===== config.mk =====
export PLATFORM = sky130hd
export DESIGN_NAME = cory_demux2
export DESIGN_NICKNAME = d
export VERILOG_FILES = /design/src/rtl/cory_demux2_pkg.sv /design/src/rtl/cory_demux2_buf.sv /design/src/rtl/cory_demux2.sv
export SDC_FILE = /design/constraint.sdc
export NUM_CORES = 1
export LEC_CHECK = 0
export BUFFER_PORTS_ARGS = -buffer_cell sky130_fd_sc_hd__buf_2
export CAP_MARGIN = 20
export CORE_ASPECT_RATIO = 1.2
export CORE_MARGIN = 2
export CORE_UTILIZATION = 60
export DETAILED_ROUTE_END_ITERATION = 7
export PLACE_DENSITY = 0.77
export SYNTH_ARGS = -nofsm -noshare
export SYNTH_HDL_FRONTEND = slang
export SYNTH_HIERARCHICAL = 1
export SYNTH_SLANG_ARGS = --single-unit

===== constraint.sdc =====
create_clock -name clk -period 6.55 [get_ports clk]
set_clock_uncertainty 0.2 [all_clocks]
set_input_delay 0.9825 -clock clk [delete_from_list [all_inputs] [get_ports clk]]
set_output_delay 0.9825 -clock clk [all_outputs]
set_load 0.01 [all_outputs]

===== src/rtl/cory_demux2_pkg.sv =====
// Shared definitions for the cory_demux2 stream demultiplexer.
// Optional per-output accept counters are enabled with CORY_DEMUX2_CNT_EN.
`ifndef CORY_DEMUX2_PKG_SV
`define CORY_DEMUX2_PKG_SV

package cory_demux2_pkg;

    localparam int CNT_W = 16;

    typedef enum logic {
        SEL_Z0 = 1'b0,
        SEL_Z1 = 1'b1
    } sel_e;

    // Pointer width for a buffer of v entries; never narrower than one bit.
    function automatic int clog2(input int v);
        int r;
        r = 1;
        for (int i = 1; i < 32; i++) begin
            if ((1 << i) < v) r = i + 1;
        end
        return r;
    endfunction

endpackage

`endif


===== src/rtl/cory_demux2_buf.sv =====
// Q-entry synchronous FIFO with registered storage and no fall-through.
// full/empty derive only from the registered count.
module cory_demux2_buf
    import cory_demux2_pkg::*;
#(
    parameter int W = 8,
    parameter int Q = 2
) (
    input  logic         clk,
    input  logic         reset,
    input  logic         push,
    input  logic [W-1:0] push_d,
    input  logic         pop,
    output logic         full,
    output logic         empty,
    output logic [W-1:0] head_d
);

    localparam int AW = clog2(Q);
    localparam int CW = AW + 1;

    logic [W-1:0]  mem_q [Q];
    logic [W-1:0]  mem_d [Q];
    logic [AW-1:0] wr_ptr_q, wr_ptr_d;
    logic [AW-1:0] rd_ptr_q, rd_ptr_d;
    logic [CW-1:0] count_q, count_d;
    logic          do_push, do_pop;

    assign full   = (count_q == CW'(Q));
    assign empty  = (count_q == '0);
    assign head_d = mem_q[rd_ptr_q];

    // Q is a power of two, so the pointers wrap naturally modulo Q.
    always_comb begin
        do_push  = push && !full;
        do_pop   = pop && !empty;
        mem_d    = mem_q;
        wr_ptr_d = wr_ptr_q;
        rd_ptr_d = rd_ptr_q;
        count_d  = count_q;
        if (do_push) begin
            mem_d[wr_ptr_q] = push_d;
            wr_ptr_d        = wr_ptr_q + AW'(1);
        end
        if (do_pop) begin
            rd_ptr_d = rd_ptr_q + AW'(1);
        end
        case ({do_push, do_pop})
            2'b10:   count_d = count_q + CW'(1);
            2'b01:   count_d = count_q - CW'(1);
            default: count_d = count_q;
        endcase
    end

    always_ff @(posedge clk) begin
        if (reset) begin
            wr_ptr_q <= '0;
            rd_ptr_q <= '0;
            count_q  <= '0;
            for (int i = 0; i < Q; i++) mem_q[i] <= '0;
        end else begin
            wr_ptr_q <= wr_ptr_d;
            rd_ptr_q <= rd_ptr_d;
            count_q  <= count_d;
            for (int i = 0; i < Q; i++) mem_q[i] <= mem_d[i];
        end
    end

endmodule


===== src/rtl/cory_demux2.sv =====
// Valid/ready 1:2 stream demux with a FIFO per output; data and select join.
// Optional accept counters o_cnt0/o_cnt1 are present when CORY_DEMUX2_CNT_EN is defined.
module cory_demux2
    import cory_demux2_pkg::*;
#(
    parameter int N = 8,
    parameter int Q = 2
) (
    input  logic             clk,
    input  logic             reset,
    input  logic             i_a_v,
    input  logic [N-1:0]     i_a_d,
    output logic             o_a_r,
    input  logic             i_s_v,
    input  logic             i_s_d,
    output logic             o_s_r,
    output logic             o_z0_v,
    output logic [N-1:0]     o_z0_d,
    input  logic             i_z0_r,
    output logic             o_z1_v,
    output logic [N-1:0]     o_z1_d,
    input  logic             i_z1_r
`ifdef CORY_DEMUX2_CNT_EN
    ,
    output logic [CNT_W-1:0] o_cnt0,
    output logic [CNT_W-1:0] o_cnt1
`endif
);

    // Handshake: a stream transfers on a cycle where its valid and ready are
    // both high. Data and select transfer together or not at all; readiness
    // depends only on the valids, the select and registered buffer state.

    sel_e sel;
    logic full0, full1, empty0, empty1;
    logic tgt_full, accept, push0, push1, pop0, pop1;

    assign sel = sel_e'(i_s_d);

    always_comb begin
        tgt_full = (sel == SEL_Z1) ? full1 : full0;
        o_a_r    = i_s_v && !tgt_full;
        o_s_r    = i_a_v && !tgt_full;
        accept   = i_a_v && i_s_v && !tgt_full;
        push0    = accept && (sel == SEL_Z0);
        push1    = accept && (sel == SEL_Z1);
        o_z0_v   = !empty0;
        o_z1_v   = !empty1;
        pop0     = o_z0_v && i_z0_r;
        pop1     = o_z1_v && i_z1_r;
    end

    cory_demux2_buf #(.W(N), .Q(Q)) u_buf0 (
        .clk    (clk),
        .reset  (reset),
        .push   (push0),
        .push_d (i_a_d),
        .pop    (pop0),
        .full   (full0),
        .empty  (empty0),
        .head_d (o_z0_d)
    );

    cory_demux2_buf #(.W(N), .Q(Q)) u_buf1 (
        .clk    (clk),
        .reset  (reset),
        .push   (push1),
        .push_d (i_a_d),
        .pop    (pop1),
        .full   (full1),
        .empty  (empty1),
        .head_d (o_z1_d)
    );

`ifdef CORY_DEMUX2_CNT_EN
    logic [CNT_W-1:0] cnt0_q, cnt0_d;
    logic [CNT_W-1:0] cnt1_q, cnt1_d;

    always_comb begin
        cnt0_d = cnt0_q + (push0 ? CNT_W'(1) : CNT_W'(0));
        cnt1_d = cnt1_q + (push1 ? CNT_W'(1) : CNT_W'(0));
    end

    always_ff @(posedge clk) begin
        if (reset) begin
            cnt0_q <= '0;
            cnt1_q <= '0;
        end else begin
            cnt0_q <= cnt0_d;
            cnt1_q <= cnt1_d;
        end
    end

    assign o_cnt0 = cnt0_q;
    assign o_cnt1 = cnt1_q;
`endif

endmodule

==> impl_metrics.csv, run 1 <==
group,metric,value,unit
setup_path,path_max_fanout,21,
timing,fin_crit_sh,0.822,
synth,synth_warnings,6,
timing,holdWs,0.275,ns
floorplanning,io_pins,35,
global_route,first_global_vias,8430,
setup_path,worst-endpoint-arrival,5.51,ns
detailed_routing,drt_iter0_drc,553,
timing,finalSetupViolCount,0,
global_route,grt_max_degree,88,
power,power_density,285,nW/um^2
finish,area_delta_synth_final,8.91,%
synth,synthArstFlopShare,0,
synth,synth_top_area_share,0.323,
synth,ys_seq_area_frac,0.323,
clocking,clk-insertion-delay-late,0.43,ns
timing,tightest_slew,0.914,ns
clocking,numCtsBuffers,17,
clocking,path_clk_slew,0.08,ns
timing,fmax,186,MHz
timing,post-route-min-period,5.39,ns
synth,synth_edf_count,0,
synth,netlist.top_cell.by_area,"dfxtp_1",
power,leakagePower,4.66,nW
hold_path,hp-class,"flip-flop to flip-flop",
synth,syn_nets,1337,
synth,syn_area,10200,sq um
place,preCtsSetupSlack,1.31,ns
detailed_routing,wirelength,22900,um
outcome,status,"finished, final reports clean",
setup_path,worst-setup-path-type,"flip-flop to flip-flop",
clocking,holdBufCountCts,0,
timing,slew_headroom,0.391,
clocking,cts_resized,0,
power,ir_drop,0.216,mV
global_route,overflow,0,
floorplanning,die_area,18000,sq um
power,p_total,0.00316,W
clocking,cts_buffer_depth,2,
clocking,cts_tree,"built",
finish,diodes,0,
timing,worst_slack,1.16,ns
floorplanning,die_y,147,um
global_route,grt_pass1_wl,38600,um
timing,final_hold_viol_count,0,
synth,syn_inst,1252,
floorplanning,start_util,0.609,
finish,nNetsFinal,1352,
timing,drv_slew,0,
clocking,clockRootBuffer,"clkbuf_16",
setup_path,cp-start-kind,"flip-flop",
detailed_routing,via_per_inst,5.99,
timing,rsz0062_at_grt,"false",
detailed_routing,routedWlPerCell,15.3,um
detailed_routing,vias,8959,
clocking,post-cts-setup-buffers,0,
detailed_routing,ant_nets,0,
global_route,track_usage,0.259,
flow_run,drv_cap,0,
synth,synthDistinctLibCells,82,
detailed_routing,drc,0,
finish,final_layout_size_suffix_gt1_frac,0.0906,
finish,layout.cells.non_filler,1496,
synth,synth-seq-cells,164,
place,io_buffers,34,
place,hpwl,16000,um
synth,synth_area_leaders,"dfxtp_1 (32%), ha_1 (8.4%), nor2_1 (5.5%)",
setup_path,critPathRequiredTime,6.67,ns
place,gp_routability_congestion,0.928,
floorplanning,core_area,16700,sq um
synth,synth_area_per_cell,8.13,sq um
floorplanning,rows,52,
timing,finalSetupTns,0,ns
clocking,cts.sinks,164,
floorplanning,die_w,123,um
setup_path,endpoint_kind,"flip-flop",
detailed_routing,first_pass_iters,5,
synth,synth_ff_type,"dfxtp_1",
clocking,h-tree-depth,4,
place,place_inst,1464,
global_route,grt_antenna_before_repair,0,
==> metal layers <==
metal	vias up	GRT usage	part of all wire
li1	4574	-	-
met1	4204	0.323	0.45
met2	133	0.441	0.49
met3	48	0.0379	0.024
met4	0	0.106	0.031
met5	-	0	0
==> placed cells by master (no fill, tap or decap), types with 6 or more instances in the layout <==
cell type / Yosys / layout
nor3_1: 31 / 31
nor2_1: 148 / 148
xor2_1: 51 / 51
nand3_1: 37 / 37
nand2_1: 121 / 121
inv_1: 36 / 36
and3_1: 21 / 21
o21ai_0: 49 / 49
nand4_1: 35 / 35
mux2i_1: 40 / 40
o22ai_1: 6 / 6
dfxtp_1: 164 / 164
clkbuf_16: 0 / 17
a21o_1: 22 / 22
buf_2: 6 / 33
o211ai_1: 13 / 13
buf_4: 0 / 7
o21a_1: 11 / 11
nor4_1: 33 / 33
a211oi_1: 14 / 14
o21bai_1: 6 / 6
or3_1: 21 / 21
xnor2_1: 39 / 39
o31ai_1: 7 / 7
mux2_2: 17 / 17
ha_1: 68 / 68
a21oi_1: 104 / 104
and2_1: 6 / 6
nor2b_1: 16 / 16
nand2b_1: 6 / 6
==> cells by family after synthesis <==
family          Yosys count  synth area share
buf+inv                  82            0.0321
fa+ha+maj                70            0.0875
simple gates            505             0.244
flops                   164             0.323
compound gates          283             0.177
xor+xnor                 90            0.0775
mux                      58            0.0596
==> power by group <==
| group | leakage (nW) | switching (W) | internal, W |
|---|---|---|---|
| registers | 1.34 | 0.0000880 | 0.00109 |
| clock network | 0.287 | 0.000461 | 0.000553 |
| logic | 3.04 | 0.000567 | 0.000405 |
| total | 4.66 | 0.00112 | 0.00204 |
==> synthesized netlist by cell type, types with 3 or more instances <==
| master | count |
|---|---|
| clkbuf_1 | 28 |
| and2_1 | 6 |
| or3_1 | 21 |
| nor2b_1 | 16 |
| nor2_1 | 148 |
| nand3_1 | 37 |
| o21bai_1 | 6 |
| o22ai_1 | 6 |
| inv_1 | 36 |
| or2_2 | 3 |
| a31oi_1 | 5 |
| o31a_1 | 5 |
| o31ai_1 | 7 |
| or3b_2 | 3 |
| mux2i_1 | 40 |
| a21o_1 | 22 |
| nor3_1 | 31 |
| nand2_1 | 121 |
| nand2b_1 | 6 |
| a2111oi_0 | 3 |
| o21ai_1 | 3 |
| o211ai_1 | 13 |
| a21boi_0 | 4 |
| mux2_2 | 17 |
| xor2_1 | 51 |
| and3_1 | 21 |
| dfxtp_1 | 164 |
| a21oi_1 | 104 |
| a211oi_1 | 14 |
| nor4b_1 | 5 |
| o21a_1 | 11 |
| buf_1 | 8 |
| xnor2_1 | 39 |
| o21ai_0 | 49 |
| buf_2 | 6 |
| nor4_1 | 33 |
| ha_1 | 68 |
| o2111ai_1 | 3 |
| nand4_1 | 35 |
| o221ai_1 | 3 |
==> metrics by stage <==
step,cell area (sq um),util
after CTS,11100,0.663
after global routing,11100,0.663
after detailed placement,10500,0.627
after floorplan,10200,-
after global placement,10500,0.627
final,11100,0.663
==> flip-flops by register name (all words and copies together) (netlist names) <==
register / flops
u_buf0/count_q: 33
u_buf1/count_q: 33
u_buf0/wr_ptr_q: 32
u_buf1/wr_ptr_q: 32
u_buf0/mem_q: 16
u_buf1/mem_q: 16
u_buf0/rd_ptr_q: 1
u_buf1/rd_ptr_q: 1
==> critical path: stages, from the launching register on <==
cell,delay (ns)
dfxtp_1,0.33
nor4_1,0.41
nand4_1,0.28
nor3_2,0.39
nor3b_1,0.14
nor2b_4,0.17
inv_4,0.11
ha_1,0.61
buf_4,0.39
ha_1,0.31
a21o_1,0.19
nor2b_1,0.13
o31ai_1,0.48
a211o_1,0.26
a21oi_1,0.13
o21a_1,0.21
o211ai_1,0.19
mux2_2,0.35
==> path summary, 6_finish.rpt <==
path                            from  slack (ns)                 end  cells past startpoint
hold / removal    u_buf0/count_q[12]        0.28  u_buf0/count_q[12]                      2
setup reg to reg  u_buf1/count_q[12]        1.16  u_buf1/count_q[32]                     17
hold reg to reg   u_buf0/count_q[12]        0.28  u_buf0/count_q[12]                      2
setup / recovery  u_buf1/count_q[12]        1.16  u_buf1/count_q[32]                     17
==> layout make-up <==
type / instances / area [sq um]
inverter: 38 / 145
tap: 216 / 270
multi-input combinational: 1006 / 6570
clock inverter: 14 / 161
sequential: 164 / 3280
clock buffer: 18 / 439
fill: 1461 / 5640
timing repair buffer: 40 / 218
Power figures use the tool's default switching activity.
==> inputs of run 2 (changes only) <==
==> constraint.sdc (replaced) <==
create_clock -name clk -period 5.1 [get_ports clk]
set_clock_uncertainty 0.2 [all_clocks]
set_input_delay 0.765 -clock clk [delete_from_list [all_inputs] [get_ports clk]]
set_output_delay 0.765 -clock clk [all_outputs]
set_load 0.01 [all_outputs]
==> run 2 against run 1 <==
Compared with the run above: core utilization increased by 0.53 points; worst setup slack got worse by 0.86 ns; total power increased by 30%; via count increased by 0.68%; cell count increased by 0.20%; routed wire length increased by 1.0%.
==> impl_metrics.csv, run 2 (synthesized netlist as in run 1, its figures left out) <==
group,metric,value,unit
outcome,status,"finished, final reports clean",
clocking,path_clk_slew,0.07,ns
setup_path,worst-setup-path-type,"flip-flop to flip-flop",
setup_path,slowest_delay,0.43,ns
clocking,h-tree-depth,4,
detailed_routing,routedWlPerCell,15.5,um
timing,drv_slew,0,
global_route,grt_pass1_wl,39600,um
timing,fmax,208,MHz
power,ir_drop,0.262,mV
global_route,track_usage,0.265,
setup_path,critPathRequiredTime,5.22,ns
timing,fin_crit_sh,0.941,
global_route,first_global_vias,8743,
timing,post-route-min-period,4.80,ns
floorplanning,rows,52,
clocking,holdBufCountCts,0,
detailed_routing,via_per_inst,6.02,
setup_path,worst-endpoint-arrival,4.92,ns
detailed_routing,ant_nets,0,
timing,finalSetupTns,0,ns
clocking,cts.sinks,164,
finish,final_common_cell,"dfxtp_1",
timing,slew_headroom,0.383,
clocking,clockRootBuffer,"clkbuf_16",
timing,worst_slack,0.302,ns
finish,area_delta_synth_final,9.79,%
hold_path,hp-class,"flip-flop to flip-flop",
floorplanning,start_util,0.609,
setup_path,cpMaxStageDelayCell,"nor4_1",
global_route,grt_antenna_before_repair,0,
timing,final_hold_viol_count,0,
floorplanning,die_area,18000,sq um
finish,diodes,0,
floorplanning,io_pins,35,
setup_path,cp-start-kind,"flip-flop",
setup_path,endpoint_kind,"flip-flop",
setup_path,path_cells,"nor4_1, nand4_1, nor3_2, nor3_1, o31ai_4, ha_1, buf_4, ha_1, a21o_1, a21o_1, o311ai_2, and4b_1, o2111ai_1, and3_1, or3_1, mux2_4",
detailed_routing,vias,9020,
power,power_density,368,nW/um^2
detailed_routing,first_pass_iters,4,
timing,finalSetupViolCount,0,
detailed_routing,drt_iter0_drc,525,
clocking,cts_buffer_depth,2,
detailed_routing,wirelength,23200,um
place,gp_routability_congestion,0.940,
floorplanning,die_y,147,um
detailed_routing,drc,0,
finish,reg_top3,"u_buf0/count_q: 33 flops, u_buf1/count_q: 33 flops",
timing,rsz0062_at_grt,"false",
place,preCtsSetupSlack,0.267,ns
finish,final_layout_size_suffix_gt1_frac,0.0959,
flow_run,drv_cap,0,
power,leakagePower,4.72,nW
timing,tightest_slew,0.926,ns
clocking,numCtsBuffers,17,
floorplanning,core_area,16700,sq um
floorplanning,die_w,123,um
clocking,clk-insertion-delay-late,0.43,ns
place,hpwl,16200,um
clocking,cts_tree,"built",
finish,nNetsFinal,1356,
global_route,overflow,0,
global_route,grt_max_degree,92,
place,io_buffers,34,
finish,final_cell_mix,"dfxtp_1 (164), nor2_1 (148), nand2_1 (121), a21oi_1 (104), ha_1 (68)",
setup_path,path_max_fanout,18,
setup_path,reg2reg_setup_slack,0.30,ns
==> run 2: through the flow <==
stage / cells / instance area [sq um] / util / hold WS [ns] / power, W
after global placement: 1467 / 10500 / 0.629 / 0.264 / 0.00273
final: 1499 / 11200 / 0.668 / 0.287 / 0.00411
after floorplan: 1252 / 10200 / - / 0.249 / 0.00249
after CTS: 1498 / 11100 / 0.666 / 0.288 / 0.00412
after detailed placement: 1467 / 10500 / 0.629 / 0.278 / 0.00275
after global routing: 1499 / 11200 / 0.668 / 0.303 / 0.00436
==> run 2: worst max-delay path: cells and delay by family (launching register included) <==
kind / cells / cell delay [ns]
compound gates: 5 / 1.01
simple gates: 7 / 1.96
fa+ha+maj: 2 / 0.60
flops: 1 / 0.33
buf+inv: 1 / 0.26
mux: 1 / 0.30
==> run 2: what timing repair did <==
item,4_1_cts,5_1_grt
setup endpoints to repair,0,4
buffers inserted,0,1
gates resized for setup,0,6
==> run 2: final cells by class <==
class / instances / area, sq um
multi-input combinational: 1006 / 6600
sequential: 164 / 3280
timing repair buffer: 44 / 260
clock buffer: 17 / 425
tap: 216 / 270
inverter: 38 / 145
clock inverter: 14 / 186
fill: 1417 / 5550
==> run 2: power by group <==
part / internal, W / switching [W]
Combinational: 0.000527 / 0.000729
Clock: 0.000786 / 0.000568
Sequential: 0.00139 / 0.000110
==> run 2: final timing paths <==
kind / from / end / cells after the start
max reg2reg: u_buf0/count_q[7] / u_buf0/count_q[32] / 16
min: u_buf1/count_q[8] / u_buf1/count_q[8] / 2
max: u_buf0/count_q[7] / u_buf0/count_q[32] / 16
min reg2reg: u_buf1/count_q[8] / u_buf1/count_q[8] / 2
==> run 2: per-layer routing <==
layer  GRT usage  up-vias  wire length [um]  part of all wire
met4       0.109        0               624             0.027
met2       0.458      126             11600              0.50
li1            -     4588                 -                 -
met3      0.0379       48               552             0.024
met5           0        -                 0                 0
met1       0.326     4258             10400              0.45
==> inputs of run 3 (changes only) <==
--- a/config.mk
+++ b/config.mk
@@ -9,9 +9,8 @@
 export CAP_MARGIN = 20
 export CORE_ASPECT_RATIO = 1.2
 export CORE_MARGIN = 2
-export CORE_UTILIZATION = 60
+export CORE_UTILIZATION = 40
 export DETAILED_ROUTE_END_ITERATION = 7
-export PLACE_DENSITY = 0.77
 export SYNTH_ARGS = -nofsm -noshare
 export SYNTH_HDL_FRONTEND = slang
 export SYNTH_HIERARCHICAL = 1
==> run 3 against run 2 <==
Compared with the run above: clock-buffer cell count up 1; worst setup slack improved by 0.040 ns; non-clock buffer count increased by 6; critical path depth is 1 higher; largest cell class unchanged; largest power group unchanged; highest routed layer unchanged.
==> impl_metrics.csv, run 3 (synthesized netlist as in run 1, its figures left out) <==
group,metric,value,unit
outcome,status,"finished, final reports clean",
timing,final_hold_viol_count,0,
detailed_routing,ant_nets,0,
finish,final_common_cell,"dfxtp_1",
detailed_routing,drc,0,
timing,fmax,210,MHz
global_route,use_met3,0.0293,
global_route,grt_antenna_before_repair,0,
detailed_routing,routedWlPerCell,14.9,um
setup_path,reg2reg_setup_slack,0.34,ns
global_route,overflow,0,
clocking,holdBufCountCts,0,
floorplanning,io_pins,35,
finish,diodes,0,
floorplanning,die_w,150,um
power,ir_drop,0.233,mV
place,hpwl,17100,um
floorplanning,core_area,24800,sq um
global_route,track_usage,0.185,
detailed_routing,drt_iter0_drc,457,
timing,worst_slack,0.342,ns
timing,finalSetupViolCount,0,
setup_path,path_max_fanout,12,
floorplanning,die_y,179,um
clocking,numCtsBuffers,17,
global_route,use_met1,0.243,
place,preCtsSetupSlack,0.189,ns
detailed_routing,via_per_inst,5.53,
floorplanning,die_area,26700,sq um
place,gp_routability_congestion,0.869,
timing,slew_headroom,0.453,
power,power_density,361,nW/um^2
setup_path,worst-setup-path-type,"flip-flop to flip-flop",
finish,layout.area.seq,3280,sq um
detailed_routing,wirelength,24100,um
timing,fin_crit_sh,0.933,
finish,nNetsFinal,1362,
global_route,grt_pass1_wl,40900,um
timing,post-route-min-period,4.76,ns
floorplanning,rows,63,
clocking,clockRootBuffer,"clkbuf_16",
finish,final_util,0.456,
place,io_buffers,34,
finish,reg_top3,"u_buf0/count_q: 33 flops, u_buf1/count_q: 33 flops",
timing,tightest_slew,0.821,ns
flow_run,drv_cap,0,
detailed_routing,first_pass_iters,5,
power,leakagePower,4.72,nW
global_route,grt_max_degree,75,
clocking,cts_tree,"built",
hold_path,hp-class,"flip-flop to flip-flop",
global_route,top_usage_layer,"met2",
setup_path,cp-start-kind,"flip-flop",
global_route,gr-usage-met2,0.313,
finish,final_cell_mix,"dfxtp_1 (164), nor2_1 (148), nand2_1 (121), a21oi_1 (104), ha_1 (68)",
clocking,cts.sinks,164,
timing,finalSetupTns,0,ns
setup_path,critPathRequiredTime,5.21,ns
clocking,path_clk_slew,0.07,ns
clocking,cts_buffer_depth,2,
timing,rsz0062_at_grt,"false",
clocking,clk-insertion-delay-late,0.42,ns
finish,final_layout_size_suffix_gt1_frac,0.0993,
global_route,first_global_vias,8425,
timing,drv_slew,0,
finish,fillers,2478,
setup_path,endpoint_kind,"flip-flop",
setup_path,worst-endpoint-arrival,4.87,ns
finish,multiInputGateArea,6590,sq um
finish,area_delta_synth_final,11.3,%
floorplanning,start_util,0.410,
detailed_routing,vias,8928,
clocking,h-tree-depth,4,
-- run 3: cell count changes in the layout (fill, tap and decap cells not counted), sizes merged --
cell      before  now
clkinvlp       0    1
inv           46   44
buf           44   50
clkinv         3    4
clkbuf        17   18
bufinv         3    2
-- run 3: layout make-up --
class | count | area share
timing repair buffer | 50 | 0.0262
clock inverter | 13 | 0.0143
inverter | 38 | 0.0128
clock buffer | 18 | 0.0388
sequential | 164 | 0.290
multi-input combinational | 1006 | 0.582
tap | 325 | 0.0359
-- run 3: per-stage QoR --
stage / cells / instance area (sq um) / hold WS, ns / total power [W]
2_1_floorplan: 1252 / 10200 / 0.249 / 0.00249
6_report: 1614 / 11300 / 0.284 / 0.00409
3_5_place_dp: 1581 / 10700 / 0.279 / 0.00277
4_1_cts: 1612 / 11300 / 0.290 / 0.00411
5_1_grt: 1614 / 11300 / 0.302 / 0.00436
3_3_place_gp: 1581 / 10700 / 0.267 / 0.00277
-- run 3: worst paths after layout --
check,depth (start not counted),startpoint,to
max,17,u_buf0/count_q[4],u_buf0/count_q[32]
min,2,u_buf1/count_q[21],u_buf1/count_q[21]
max reg2reg,17,u_buf0/count_q[4],u_buf0/count_q[32]
min reg2reg,2,u_buf1/count_q[21],u_buf1/count_q[21]
-- run 3: report_power, final --
| part | switching [W] | internal [W] | total, W |
|---|---|---|---|
| clock network | 0.000570 | 0.000749 | 0.00132 |
| logic | 0.000729 | 0.000533 | 0.00126 |
| registers | 0.000115 | 0.00139 | 0.00151 |
-- run 3: timing repair --
action,CTS,global route
setup endpoints to repair,0,8
resized for setup,0,4
buffers inserted,0,2
-- run 3: layer usage --
layer / part of all wire / up-vias / wire (um)
met5: 0 / - / 0
met4: 0.013 / 0 / 307
met3: 0.030 / 21 / 717
met2: 0.48 / 130 / 11700
met1: 0.47 / 4189 / 11400
li1: - / 4588 / -
-- run 3: critical path, stage by stage (launching register included) --
cell and delay (ns):
dfxtp_1 0.33, nor4_1 0.43, nand4_1 0.15, buf_4 0.18, nor3_2 0.19, nor2b_1 0.08
nor2b_1 0.17, ha_1 0.21, buf_4 0.19, fa_1 0.44, a211oi_2 0.30, nor3_1 0.13
o31ai_1 0.36, and4b_1 0.30, o2111ai_1 0.15, and3_1 0.19, or3_1 0.32, mux2_4 0.30
